--- src/rtl/cpu_trace_monitor.sv ---
// Instruction trace capture: records {pc, opcode, cycle delta} per opcode fetch into a
// show-ahead FIFO, stopping on a halt opcode or a same-PC loop.
module cpu_trace_monitor #(
  parameter int                ADDR_W     = 16,
  parameter int                DATA_W     = 8,
  parameter int                CNT_W      = 16,
  parameter int                DEPTH      = 16,
  parameter logic [DATA_W-1:0] HALT_OP    = 8'hff,
  parameter int                LOOP_LIMIT = 1
) (
  input  logic                     clk,
  input  logic                     rst_x,
  input  logic                     i_enable,
  input  logic                     i_clear,
  input  logic                     i_sync,
  input  logic [ADDR_W-1:0]        i_ab,
  input  logic [DATA_W-1:0]        i_db,
  input  logic                     i_ready,
  output logic                     o_valid,
  output logic [ADDR_W-1:0]        o_pc,
  output logic [DATA_W-1:0]        o_opcode,
  output logic [CNT_W-1:0]         o_delta,
  output logic [CNT_W-1:0]         o_cycle,
  output logic [$clog2(DEPTH):0]   o_level,
  output logic                     o_overflow,
  output logic                     o_halt,
  output logic                     o_loop
);
  localparam int AW = $clog2(DEPTH);

  typedef enum logic [1:0] {IDLE, RUN, HALTED} state_t;
  typedef struct packed {
    logic [ADDR_W-1:0] pc;
    logic [DATA_W-1:0] opcode;
    logic [CNT_W-1:0]  delta;
  } entry_t;

  state_t            state, state_nxt;
  logic [CNT_W-1:0]  r_cycle, r_last_cycle;
  logic [ADDR_W-1:0] r_last_pc;
  logic [31:0]       r_repeat, repeat_nxt;
  logic [AW-1:0]     wr_ptr, rd_ptr;
  logic [AW:0]       level;
  logic              r_overflow, r_halt, r_loop;
  entry_t            mem [DEPTH];
  entry_t            entry, head;
  logic              decode, same_pc, halt_hit, loop_hit, full, pop, push_ok;

  always_comb begin
    decode     = i_enable & i_sync & (state != HALTED);
    same_pc    = (state == RUN) && (i_ab == r_last_pc);
    repeat_nxt = same_pc ? r_repeat + 32'd1 : 32'd0;
    loop_hit   = decode & same_pc & (repeat_nxt >= 32'(LOOP_LIMIT));
    halt_hit   = decode & (i_db == HALT_OP);
    full       = (level == (AW+1)'(DEPTH));
    pop        = (level != '0) & i_ready;
    // a full FIFO still accepts when the head leaves in the same cycle
    push_ok    = decode & (~full | pop);
    entry      = '{pc: i_ab, opcode: i_db, delta: r_cycle - r_last_cycle};
  end

  always_comb begin
    state_nxt = state;
    if (i_clear)                          state_nxt = IDLE;
    else if (decode && (halt_hit || loop_hit)) state_nxt = HALTED;
    else if (decode)                      state_nxt = RUN;
  end

  always_ff @(posedge clk or negedge rst_x) begin
    if (!rst_x) begin
      state        <= IDLE;
      r_cycle      <= '0;
      r_last_cycle <= '0;
      r_last_pc    <= '0;
      r_repeat     <= '0;
      wr_ptr       <= '0;
      rd_ptr       <= '0;
      level        <= '0;
      r_overflow   <= 1'b0;
      r_halt       <= 1'b0;
      r_loop       <= 1'b0;
    end else begin
      state <= state_nxt;
      if (i_enable) r_cycle <= r_cycle + CNT_W'(1);
      if (i_clear) begin
        r_last_cycle <= '0;
        r_last_pc    <= '0;
        r_repeat     <= '0;
        wr_ptr       <= '0;
        rd_ptr       <= '0;
        level        <= '0;
        r_overflow   <= 1'b0;
        r_halt       <= 1'b0;
        r_loop       <= 1'b0;
      end else begin
        if (decode) begin
          r_last_cycle <= r_cycle;
          r_last_pc    <= i_ab;
          r_repeat     <= repeat_nxt;
          if (halt_hit) r_halt     <= 1'b1;
          if (loop_hit) r_loop     <= 1'b1;
          if (!push_ok) r_overflow <= 1'b1;
        end
        if (push_ok) wr_ptr <= wr_ptr + AW'(1);
        if (pop)     rd_ptr <= rd_ptr + AW'(1);
        case ({push_ok, pop})
          2'b10:   level <= level + (AW+1)'(1);
          2'b01:   level <= level - (AW+1)'(1);
          default: level <= level;
        endcase
      end
    end
  end

  // storage needs no reset; reads are masked by o_valid
  always_ff @(posedge clk) begin
    if (!i_clear && push_ok) mem[wr_ptr] <= entry;
  end

  assign head       = mem[rd_ptr];
  assign o_valid    = (level != '0);
  assign o_pc       = o_valid ? head.pc     : '0;
  assign o_opcode   = o_valid ? head.opcode : '0;
  assign o_delta    = o_valid ? head.delta  : '0;
  assign o_cycle    = r_cycle;
  assign o_level    = level;
  assign o_overflow = r_overflow;
  assign o_halt     = r_halt;
  assign o_loop     = r_loop;
endmodule

--- config.mk ---
export PLATFORM = sky130hd
export DESIGN_NAME = cpu_trace_monitor
export DESIGN_NICKNAME = d
export VERILOG_FILES = /design/src/rtl/cpu_trace_monitor.sv
export SDC_FILE = /design/constraint.sdc
export NUM_CORES = 1
export LEC_CHECK = 0
export BUFFER_PORTS_ARGS = -buffer_cell sky130_fd_sc_hd__buf_2
export CAP_MARGIN = 10
export CORE_MARGIN = 3
export CORE_UTILIZATION = 35
export DETAILED_ROUTE_END_ITERATION = 8
export GPL_TIMING_DRIVEN = 0
export HOLD_SLACK_MARGIN = 0.08
export SLEW_MARGIN = 20
export SYNTH_ARGS = -nofsm -noshare
export SYNTH_HDL_FRONTEND = slang
export SYNTH_SLANG_ARGS = --single-unit
--- constraint.sdc ---
create_clock -name clk -period 7.7 [get_ports clk]
set_clock_uncertainty 0.2 [all_clocks]
set_input_delay 1.155 -clock clk [delete_from_list [all_inputs] [get_ports clk]]
set_output_delay 1.155 -clock clk [all_outputs]
set_load 0.01 [all_outputs]
; Yosys cells after proc, flatten, opt, wreduce, memory -nomap -nowiden
; Memory sizes are Yosys's and may differ from the RTL's.
; Index checks and enable logic that the tools add are counted.
[totals]
wordCells = 83
ff_bits = 98
memories = 1
input_bits = 30
ramBits = 640
[mem_list]
columns = memory, words, width, rd, rd_clocked_by_memory_dff, wr, line_no
row1 = mem, 16, 40, 1, 0, 1, 45  ; entry_t mem [DEPTH];
[op_classes]
n_bitwise = 9
reduce_logical = 16
add_sub_neg = 7
eq_ne = 8
order_cmp = 1
muxes = 30
[ops]
columns = op, count
row1 = $mux W16, 6
row2 = $mux W32, 3
row3 = $add A32 B1 Y32 const B, 1
row4 = $ge A32 B1 Y1 const B, 1
row5 = $add A16 B1 Y16 const B, 1
row6 = $eq A16 B16 Y1, 1
row7 = $mux W4, 4
row8 = $sub A16 B16 Y16, 1
row9 = $mux W1, 11
row10 = $pmux W5 S2, 1
row11 = $reduce_bool A2 Y1, 5
row12 = $add A4 B1 Y4 const B, 2
row13 = $eq A8 B8 Y1 const B, 1
row14 = $mux W8, 1
row15 = $and A1 B1 Y1, 7
row16 = $mux W2, 3
row17 = $reduce_and A2 Y1, 3
row18 = $reduce_bool A3 Y1, 2
row19 = $add A5 B1 Y5 const B, 1
row20 = $eq A5 B5 Y1 const B, 1
row21 = $mux W5, 1
row22 = $reduce_bool A5 Y1, 1
row23 = $sub A5 B1 Y5 const B, 1
row24 = $eq A2 B1 Y1 const B, 2
row25 = other kinds (7), 10

; Depth between registers and ports, before layout
; Gate-level depths: netlist of the first run.
[logic_depth]
word_depth = 9
depth_mapped = 12
mapped_depth_nobuf = 11

; Worst setup path before layout of the first run
; OpenSTA, ideal clock, no wires.
[synth_timing]
path_type = input to register
from = in i_enable
to = mem mem[15][0] (netlist bit), enable pin
path_buffers = 2
slack_ns = 2.843
path_stages = 7
arrival_ns = 4.219
setup_ns = 0.437
path_cell_list = clkbuf_1 nand2_1 a21o_1 clkbuf_1 a31oi_1 nand2_1 nor2_1
[synth_between]
elab_chain_cells = 6
[synth_rtl]
columns = item, line_no
row1 = "start, declared", 13  ; input logic i_enable,
row2 = $and A1 B1 Y1 (2 in series), 50  ; decode = i_enable & i_sync & (state != HALTED);
row3 = $and A1 B1 Y1, 58  ; push_ok = decode & (~full | pop);
row4 = $logic_and A1 B1 Y1, 117  ; if (!i_clear && push_ok) mem[wr_ptr] <= entry;
row5 = $mux W1, 117
row6 = $mux W1 (implied by the code), 117
row7 = "end, declared", 45
; Every way passes these cells.

; Worst setup path in the final report of the first run
[layout_timing]
from = reg rd_ptr[0]
to = out o_pc[15]
[layout_between]
elab_chain_cells = 2
[layout_rtl]
columns = item, line_no
row1 = "start, declared", 42  ; logic [AW-1:0] wr_ptr, rd_ptr;
row2 = "start signal, assigned", 105  ; if (pop) rd_ptr <= rd_ptr + AW'(1);
row3 = $mem_v2 Z16 W40, n/a
row4 = $mux W16, 122  ; assign o_pc = o_valid ? head.pc : '0;
row5 = "end, declared", 20  ; output logic [ADDR_W-1:0] o_pc,
; Every way passes these cells.

==> results of run 1 <==
[power groups by stage]
| stage | Clock (µW) | Combinational (µW) | Sequential (µW) |
|---|---|---|---|
| after floorplan | 0 | 1690 | 4980 |
| after global placement | 0 | 2600 | 4980 |
| after detailed placement | 0 | 2700 | 4990 |
| after CTS | 3760 | 2720 | 4910 |
| after global routing | 3930 | 2950 | 4910 |
| final | 3680 | 2700 | 4900 |
[layout make-up]
class	count	area (µm²)
fill	7629	49900
sequential	738	21700
multi-input combinational	862	8670
clock buffer	97	2040
tap	1144	1430
timing repair buffer	127	1320
clock inverter	45	450
buffer	90	364
inverter	32	120
antenna	1	2.50
[placed cells by master (no fill, tap or decap), types with 31 or more instances in the layout]
cell type and n:
nor2_1 66, clkbuf_1 84, and2_1 46, buf_2 94, a21oi_1 73, nand2_1 112
o21ai_0 41, mux4_2 200, edfxtp_1 640, dfrtp_1 98, clkbuf_16 79, nand3_1 31
inv_1 32
[kinds of logic (layout without fill, tap and decap cells)]
group / count (synthesis) / count (layout) / synth area share
AO/OA/AOI/OAI: 170 / 170 / 0.0329
flip-flops: 738 / 738 / 0.708
adder cells (fa/ha/maj): 27 / 27 / 0.0115
AND/OR/NAND/NOR: 401 / 401 / 0.0659
XOR/XNOR: 59 / 59 / 0.0169
other: 0 / 1 / 0
buffers and inverters: 122 / 391 / 0.0153
multiplexers: 205 / 205 / 0.149
[worst paths after layout]
| kind | start | to | slack (ns) | cells after the start |
|---|---|---|---|---|
| max | rd_ptr[0]$_DFFE_PN0P_ | o_pc[15] | 2.04 | 7 |
| max reg2reg | r_repeat[16]$_DFFE_PN0P_ | o_loop$_DFFE_PN0P_ | 3.63 | 9 |
| min in group clk | r_last_cycle[12]$_DFFE_PN0P_ | r_last_cycle[12]$_DFFE_PN0P_ | 0.32 | 2 |
| min reg2reg | r_last_cycle[12]$_DFFE_PN0P_ | r_last_cycle[12]$_DFFE_PN0P_ | 0.32 | 2 |
| min | rst_x | r_repeat[7]$_DFFE_PN0P_ | 0.23 | 1 |
| max in group asynchronous | rst_x | r_last_cycle[0]$_DFFE_PN0P_ | 6.39 | 2 |
[registers in the layout, indices dropped and copies added (netlist names)]
name          cells
o_loop            1
state             2
o_level           5
rd_ptr            4
wr_ptr            4
r_last_pc        16
o_halt            1
o_cycle          16
mem             640
r_last_cycle     16
o_overflow        1
r_repeat         32
[per-stage QoR]
stage                     instances  hold WS, ns  area (µm²)
after floorplan                1722        0.274       30600
after detailed placement       2992        0.317       33500
final                          3136        0.231       36100
after global placement         2958        0.307       32500
after CTS                      3134        0.209       36000
after global routing           3135        0.229       36100
[routing by layer]
layer / track usage / wire, µm / vias up
met1: 0.244 / 33100 / 8938
met5: 0 / 28 / -
met2: 0.269 / 36800 / 536
li1: - / - / 7287
met3: 0.0282 / 4790 / 107
met4: 0.0400 / 1500 / 4
==> summary.txt, run 1 <==
Die
  • Io pins: 95
  • Core Area: 85900 µm²
  • Row cnt: 107
  • Die height: about 300 µm
  • Initial Util: 0.356
  • Die width: between 300 and 400 µm
  • Die footprint: a little over 90000 µm²

Min path
  • Min-Delay Path Class: primary input to asynchronous set/reset pin

Timing
  • Final Hold Viols: 0
  • # setup viols final: 0
  • Fmax: between 150 and 200 MHz
  • Final period utilization: 0.735
  • Transition time of the tightest slew-check pin: roughly 1.1 ns
  • Slew margin rel.: 0.292
  • RSZ-0062 raised after global routing: no
  • Setup TNS: 0 ns
  • Setup slack after layout: 2.04 ns
  • Max Slew Vio Count: 0
  • Final min period: between 5 and 6 ns

Critical path
  • Crit end category: output port
  • CP startpoint kind: flop
  • Slowest CP cell: buf_1
  • CP cell instances: clkbuf_1 -> buf_1 -> buf_1 -> mux4_2 -> mux4_2 -> and2_1 -> buf_2
  • Kind of critical path: flop to output port
  • Arr. time, crit path: between 4 and 5 ns
  • Crit path required time: about 6.3 ns
  • WP buf/inv: 4
  • CP peak stage delay: around 0.76 ns
  • Crit-path max FO: 10
  • Worst path top cell family by delay: buffers and inverters

Clock tree
  • Post-cts resize count: 0
  • Reg clk slew, reported paths: 0.06 ns
  • Clock Sink Count: ~740
  • Total CTS buffers: a little under 80
  • Root Driver: clkbuf_16
  • TritonCTS clock tree: done
  • Number of H-tree levels: 3
  • CTS max path bufs: 3
  • Cts hold-fix bufs: 0
  • Post-CTS setup buffers: 0
  • Clk_lat worst skew: roughly 0.62 ns

Placement
  • Gpl congestion: roughly 0.80
  • Post-DP HPWL: 50700 µm
  • Port bufs: 92
  • Worst slack, placed: around 2.6 ns

Power and ir drop
  • Psw: 3210 µW
  • Overall power: 11300 µW
  • Switching Share: 0.285
  • Power density cells: 313 nW/µm²
  • Share of total power in sequential cells: 0.434
  • Int Pwr: roughly 8100 µW
  • Gate power share: 0.240
  • Clock Power Share: 0.326
  • Peak VDD IR: between 0.15 and 0.2 mV
  • Leak: 0.0118 µW

Yosys
  • Ranking of synthesized cells by area: edfxtp_1 (63%), mux4_2 (15%), dfrtp_1 (8.0%), nand2_1 (1.4%), a21oi_1 (1.2%)
  • Most frequent cells after synthesis: edfxtp_1 (640), mux4_2 (200), nand2_1 (112)
  • Ys async rst share: 0.133
  • Synthesized instance count: roughly 1700
  • Number of synthesized register bits: ~740
  • Distinct cell type count after synthesis: between 60 and 70
  • Post-Syn Area per Cell: about 18 µm²
  • Yosys top cell area share: 0.628
  • Yosys top cell by area: edfxtp_1
  • Mapped Area: between 30000 and 40000 µm²
  • Number of enable flip-flop cells after synthesis: 640
  • Count leader, synth: edfxtp_1
  • Synthesis warning total: 0
  • Part of the Yosys area used for sequential elements: 0.708
  • Syn Nets: 1779
  • Main synth FF type: edfxtp_1

Finish
  • Nets: around 2000
  • Share of layout cells above drive strength 1: 0.247
  • Post-layout util: 0.420
  • Synth-to-Final Area Change: 17.9%

Global routing
  • Initial antenna violation count: 4
  • Vias in the first global route: between 15000 and 20000
  • Grt ovf: 0
  • First-pass GRT wire length: between 100000 and 150000 µm
  • Largest net degree at the start of global routing: between 60 and 70
  • Total track usage: 0.169

Detailed routing
  • Initial DRT Pass Iterations: 5
  • DR vias: between 15000 and 20000
  • Average via count per standard cell: 5.38
  • Drt wl/cell: between 20 and 25 µm
  • Antenna Nets Post-Route: 0
  • Final wirelength: ~76000 µm
  • # DRC: 0
  • Initial DRC Count: between 1500 and 2000

Status
  • Status: complete, no violations

Flow run
  • MaxCap Viol Count: 0
Power figures use the tool's default switching activity.
==> inputs of run 2 (changes only) <==
==> constraint.sdc (replaced) <==
create_clock -name clk -period 5 [get_ports clk]
set_clock_uncertainty 0.2 [all_clocks]
set_input_delay 0.75 -clock clk [delete_from_list [all_inputs] [get_ports clk]]
set_output_delay 0.75 -clock clk [all_outputs]
set_load 0.01 [all_outputs]
==> run 2 against run 1 <==
  * Worst hold slack better by 0.064 ns
  * Critical path depth stayed put
  * Die area stayed put
  * Cell count hardly changed
  * Wire length is 0.14% lower
  * Total power is 54% higher
  * Non-clock buffer count is 1 higher
  * Critical endpoint unchanged
==> summary.txt, run 2 (synthesized netlist as in run 1, its figures left out) <==
Timing
  • Slew margin rel.: 0.300 (was 0.292)
  • RSZ-0062 raised after global routing: no (unchanged)
  • Transition time of the tightest slew-check pin: 1.05 ns (was 1.06 ns)
  • Final Hold Viols: 0 (unchanged)
  • Max Slew Vio Count: 0 (unchanged)
  • Hold slack: 0.295 ns (was 0.231 ns)
  • Final min period: ~4.9 ns
  • # setup viols final: 0 (unchanged)
  • Fmax: slightly above 200 MHz
  • Final period utilization: 0.971

Detailed routing
  • DR vias: 16906 (was 16872)
  • Antenna Nets Post-Route: 0 (unchanged)
  • DR top layer: met5 (unchanged)
  • # DRC: 0 (unchanged)
  • Drt wl/cell: 24.3 µm (about the same)
  • Initial DRC Count: 1675 (was 1731)
  • Average via count per standard cell: 5.39 (was 5.38)
  • Met3 wire length: 4740 µm (was 4790 µm)
  • Met1 WL: 33100 µm (about the same)
  • WL met2: 36700 µm (was 36800 µm)
  • Final wirelength: 76100 µm (was 76200 µm)
  • Initial DRT Pass Iterations: 7 (was 5)

Critical path
  • WP buf/inv: 4 (unchanged)
  • Crit end category: output port (unchanged)
  • Crit-path max FO: 10 (unchanged)
  • Kind of critical path: flop to output port (unchanged)
  • Arr. time, crit path: 3.91 ns (was 4.31 ns)
  • CP startpoint kind: flop (unchanged)
  • CP cell instances: clkbuf_1 -> clkbuf_1 -> clkbuf_1 -> mux4_2 -> mux4_2 -> and2_1 -> buf_2 (was clkbuf_1 -> buf_1 -> buf_1 -> mux4_2 -> mux4_2 -> and2_1 -> buf_2)
  • Most frequent CP cell: clkbuf_1
  • CP peak stage delay: 0.59 ns (was 0.76 ns)
  • Worst path top cell family by delay: buffers and inverters (unchanged)
  • Crit path required time: 4.05 ns (was 6.34 ns)
  • Slowest CP cell: clkbuf_1 (was buf_1)

Global routing
  • Grt ovf: 0 (unchanged)
  • Vias in the first global route: 17366 (was 17360)
  • Total track usage: 0.169 (about the same)
  • First-pass GRT wire length: 113000 µm (about the same)
  • Largest net degree at the start of global routing: 68 (unchanged)
  • Initial antenna violation count: 4 (unchanged)

Finish
  • Most flop-heavy register: mem (unchanged)
  • Post-layout util: 0.421 (was 0.420)
  • Commonest non-fill, non-tap cell in the layout: edfxtp_1 (unchanged)
  • Most frequent cells in the layout: edfxtp_1 (640), mux4_2 (200), nand2_1 (112) (unchanged)
  • Share of layout cells above drive strength 1: 0.252 (was 0.247)
  • Largest regs: mem (640), r_repeat (32) (unchanged)
  • Synth-to-Final Area Change: 18.2% (was 17.9%)
  • Nets: 1988 (was 1987)
  • Max reg flops: 640 (unchanged)

Clock tree
  • Post-CTS setup buffers: 0 (unchanged)
  • Total CTS buffers: 79 (unchanged)
  • Root Driver: clkbuf_16 (unchanged)
  • Number of H-tree levels: 3 (unchanged)
  • CTS max path bufs: 3 (unchanged)
  • TritonCTS clock tree: done (unchanged)
  • Clk_lat worst skew: 0.62 ns (about the same)
  • Reg clk slew, reported paths: 0.06 ns (about the same)
  • Clock Sink Count: 738 (unchanged)

Die
  • Io pins: 95 (unchanged)
  • Row cnt: 107 (unchanged)
  • Die height: 302 µm (unchanged)
  • Core Area: 85900 µm² (unchanged)
  • Die width: 302 µm (unchanged)
  • Initial Util: 0.356 (unchanged)
  • Die footprint: 91000 µm² (unchanged)

Flow run
  • MaxCap Viol Count: 0 (unchanged)

Min path
  • Min-Delay Path Class: primary input to flop (was primary input to asynchronous set/reset pin)

Power and ir drop
  • Peak VDD IR: 0.296 mV (was 0.189 mV)
  • Power density cells: 481 nW/µm² (was 313 nW/µm²)
  • Leak: 0.0118 µW (about the same)

Status
  • Status: complete, no violations (unchanged)

Placement
  • Port bufs: 92 (unchanged)
  • Gpl congestion: 0.804 (unchanged)
  • Post-DP HPWL: 50700 µm (unchanged)
-- run 2: changes by cell type in the layout (fill, tap and decap cells not counted) --
cell / before / now
buf_1: 7 / 4
clkbuf_1: 84 / 76
clkdlybuf4s15_2: 0 / 7
buf_2: 94 / 95
dlygate4sd3_1: 0 / 1
clkbuf_2: 12 / 15
-- run 2: path summary, 6_finish.rpt --
check                                                  start                      endpoint  slack (ns)  depth (start not counted)
worst max-delay path                   rd_ptr[1]$_DFFE_PN0P_                      o_pc[15]        0.14                          7
min in group asynchronous                              rst_x       r_repeat[7]$_DFFE_PN0P_        0.40                          2
max in group asynchronous                              rst_x        o_cycle[2]$_DFFE_PN0P_        3.52                          3
worst min-delay path                                 i_ready         rd_ptr[1]$_DFFE_PN0P_        0.29                          3
worst min register to register  r_last_cycle[12]$_DFFE_PN0P_  r_last_cycle[12]$_DFFE_PN0P_        0.32                          2
worst max register to register      r_repeat[16]$_DFFE_PN0P_            o_loop$_DFFE_PN0P_        0.91                          9
-- run 2: timing repair --
action / 4_1_cts / 5_1_grt
gates resized for setup: 15 / 20
pin swaps: 0 / 0
hold endpoints to repair: 31 / 0
cloned: 0 / 0
setup endpoints to repair: 40 / 30
hold buffers: 1 / 0
-- run 2: final cells by class --
type                    count  area, µm²
diodes                      1       2.50
plain buffers              90        422
clock buffers              97       2040
clock inverters            45        450
fillers                  7618      49800
inverters                  32        120
multi-input cells         862       8670
flip-flops and latches    738      21700
well taps                1144       1430
repair buffers            128       1330
-- run 2: where the power goes --
| group | switching [µW] | internal [µW] |
|---|---|---|
| logic | 2450 | 1730 |
| clock network | 2380 | 3290 |
| registers | 102 | 7440 |
-- run 2: layer usage --
metal | vias to the layer above | GRT usage
met1 | 8953 | 0.243
met2 | 550 | 0.270
met5 | - | 0
li1 | 7284 | -
met3 | 115 | 0.0282
met4 | 4 | 0.0400
-- run 2: per-stage QoR --
stage	total power [µW]	TNS, ns	worst slack (ns)	cell area [µm²]	instances
after floorplan	10300	0	0.548	30600	1722
after global placement	11700	-1493.07	-2.43	32500	2958
after detailed placement	11800	0	0.297	33500	2992
after CTS	17500	0	0.00688	36000	3135
after global routing	18200	0	0.00523	36100	3136
final	17400	0	0.144	36100	3137
-- run 2: worst min-delay path: cells and delay by family --
family	cells	cell delay [ns]
AOI/OAI and AO/OA	1	0.06
and+or+nand+nor	1	0.10
buffers and inverters	1	0.16
==> inputs of run 3 (changes only) <==
--- a/config.mk
+++ b/config.mk
@@ -5,13 +5,14 @@
 export SDC_FILE = /design/constraint.sdc
 export NUM_CORES = 1
 export LEC_CHECK = 0
-export BUFFER_PORTS_ARGS = -buffer_cell sky130_fd_sc_hd__buf_2
+export BUFFER_PORTS_ARGS = -buffer_cell sky130_fd_sc_hd__buf_4
 export CAP_MARGIN = 10
 export CORE_MARGIN = 3
-export CORE_UTILIZATION = 35
+export CORE_UTILIZATION = 56
 export DETAILED_ROUTE_END_ITERATION = 8
 export GPL_TIMING_DRIVEN = 0
 export HOLD_SLACK_MARGIN = 0.08
+export PLACE_DENSITY = 0.76
 export SLEW_MARGIN = 20
 export SYNTH_ARGS = -nofsm -noshare
 export SYNTH_HDL_FRONTEND = slang
==> run 3 against run 2 <==
  * Cell count is 14% lower
  * Critical endpoint is now o_delta[13]
  * Fmax is 0.56% lower
  * Die area is 37% lower
  * Non-clock buffer count is 2 higher
  * Sequential cell count stayed put
==> summary.txt, run 3 (synthesized netlist as in run 1, its figures left out) <==
Critical path
  • Crit path required time: 4.05 ns (about the same)
  • Arr. time, crit path: 3.93 ns (was 3.91 ns)
  • Crit end category: output port (unchanged)
  • Kind of critical path: flop to output port (unchanged)
  • Crit-path max FO: 10 (unchanged)
  • CP startpoint kind: flop (unchanged)

Clock tree
  • Number of H-tree levels: 3 (unchanged)
  • TritonCTS clock tree: done (unchanged)
  • Total CTS buffers: 75 (was 79)
  • Clock Sink Count: 738 (unchanged)
  • Clk_lat worst skew: 0.63 ns (was 0.62 ns)
  • Root Driver: clkbuf_16 (unchanged)
  • CTS max path bufs: 3 (unchanged)
  • Post-CTS setup buffers: 0 (unchanged)
  • Reg clk slew, reported paths: 0.06 ns (about the same)

Timing
  • Final period utilization: 0.977 (was 0.971)
  • Max Slew Vio Count: 0 (unchanged)
  • Slew margin rel.: 0.282 (was 0.300)
  • RSZ-0062 raised after global routing: yes (was no)
  • Fmax: 205 MHz (was 206 MHz)
  • Transition time of the tightest slew-check pin: 1.08 ns (was 1.05 ns)
  • Final min period: 4.88 ns (was 4.86 ns)
  • # setup viols final: 0 (unchanged)
  • Final Hold Viols: 0 (unchanged)
  • Setup slack after layout: 0.116 ns (was 0.144 ns)

Detailed routing
  • Average via count per standard cell: 6.62 (was 5.39)
  • Drt wl/cell: 29.3 µm (was 24.3 µm)
  • # DRC: 0 (unchanged)
  • Final wirelength: 78600 µm (was 76100 µm)
  • Initial DRC Count: 2241 (was 1675)
  • Antenna Nets Post-Route: 0 (unchanged)
  • DR vias: 17761 (was 16906)
  • Initial DRT Pass Iterations: 6 (was 7)

Status
  • Status: complete, no violations (unchanged)

Flow run
  • MaxCap Viol Count: 0 (unchanged)

Global routing
  • Grt ovf: 0 (unchanged)
  • Initial antenna violation count: 3 (was 4)
  • Total track usage: 0.283 (was 0.169)
  • Vias in the first global route: 18361 (was 17366)
  • First-pass GRT wire length: 118000 µm (was 113000 µm)
  • Largest net degree at the start of global routing: 99 (was 68)

Power and ir drop
  • Leak: 0.0118 µW (about the same)
  • Overall power: 17100 µW (was 17400 µW)
  • Peak VDD IR: 0.290 mV (was 0.296 mV)
  • Power density cells: 480 nW/µm² (was 481 nW/µm²)

Die
  • Die height: 240 µm (was 302 µm)
  • Row cnt: 85 (was 107)
  • Die width: 240 µm (was 302 µm)
  • Io pins: 95 (unchanged)
  • Core Area: 53900 µm² (was 85900 µm²)
  • Initial Util: 0.567 (was 0.356)
  • Die footprint: 57500 µm² (was 91000 µm²)

Finish
  • Design area: 35700 µm² (was 36100 µm²)
  • Most flop-heavy register: mem (unchanged)
  • Synth-to-Final Area Change: 16.6% (was 18.2%)
  • FF/Latch Area: 21700 µm² (unchanged)
  • Share of layout cells above drive strength 1: 0.250 (was 0.252)
  • Area of the multi-input gates: 8670 µm² (about the same)
  • # fillers: 3413 (was 7618)
  • Largest regs: mem (640), r_repeat (32) (unchanged)
  • Diode count: 0 (was 1)
  • Commonest non-fill, non-tap cell in the layout: edfxtp_1 (unchanged)
  • Most frequent cells in the layout: edfxtp_1 (640), mux4_2 (200), nand2_1 (112) (unchanged)
  • Max reg flops: 640 (unchanged)
  • Nets: 1986 (was 1988)

Placement
  • Worst slack, placed: 0.187 ns (was 0.297 ns)
  • Port bufs: 92 (unchanged)
  • Gpl congestion: 0.891 (was 0.804)
  • Post-DP HPWL: 48300 µm (was 50700 µm)
  • Post-DP Area: 33200 µm² (was 33500 µm²)

Min path
  • Min-Delay Path Class: primary input to flop (unchanged)
[run 3: what timing repair did]
item | 4_1_cts | 5_1_grt
hold endpoints to repair | 21 | 0
endpoints found under the setup margin | 40 | 39
resized for setup | 17 | 19
hold buffers | 1 | 0
[run 3: power breakdown]
part	internal (µW)	switching (µW)	total, µW
sequential	7440	111	7550
combinational	1870	2440	4310
clock	2930	2330	5260
[run 3: cell type report]
| class | count | area share |
|---|---|---|
| well taps | 696 | 0.0244 |
| flip-flops and latches | 738 | 0.608 |
| clock buffers | 92 | 0.0544 |
| clock inverters | 43 | 0.00902 |
| inverters | 32 | 0.00337 |
| plain buffers | 90 | 0.0118 |
| repair buffers | 130 | 0.0461 |
| multi-input cells | 862 | 0.243 |
[run 3: worst max-delay path, cell delays in order, from the launching register on]
cell	delay [ns]
dfrtp_1	0.39
clkbuf_1	0.48
buf_2	0.41
clkdlybuf4s15_2	0.56
mux4_2	0.58
mux4_2	0.55
and2_1	0.19
buf_4	0.14
[run 3: stage by stage]
step,hold slack (ns),cells,utilization,TNS (ns)
floorplan,0.254,1722,-,0
global placement,0.303,2510,0.596,-1354.02
detailed placement,0.304,2547,0.616,0
CTS,0.223,2683,0.659,0
global route,0.246,2683,0.661,-0.0964
finish,0.256,2683,0.661,0
[run 3: final timing paths]
kind                                               from                      endpoint  slack [ns]  depth (start not counted)
hold reg to reg            r_last_cycle[12]$_DFFE_PN0P_  r_last_cycle[12]$_DFFE_PN0P_        0.32                          2
hold / removal                                  i_db[3]         mem[10][19]$_DFFE_PP_        0.26                          1
setup / recovery                  rd_ptr[0]$_DFFE_PN0P_                   o_delta[13]        0.12                          7
max in group asynchronous                         rst_x   r_last_cycle[0]$_DFFE_PN0P_        3.34                          2
setup reg to reg                   state[0]$_DFFE_PN0P_         mem[11][17]$_DFFE_PP_        0.97                          8
min in group asynchronous                         rst_x      r_repeat[23]$_DFFE_PN0P_        0.59                          2
[run 3: per-layer routing]
metal	vias up	wire, µm	track usage
li1	7278	-	-
met1	9181	29000	0.385
met2	1104	38900	0.451
met3	194	7870	0.0640
met4	4	2860	0.115
met5	-	17	0
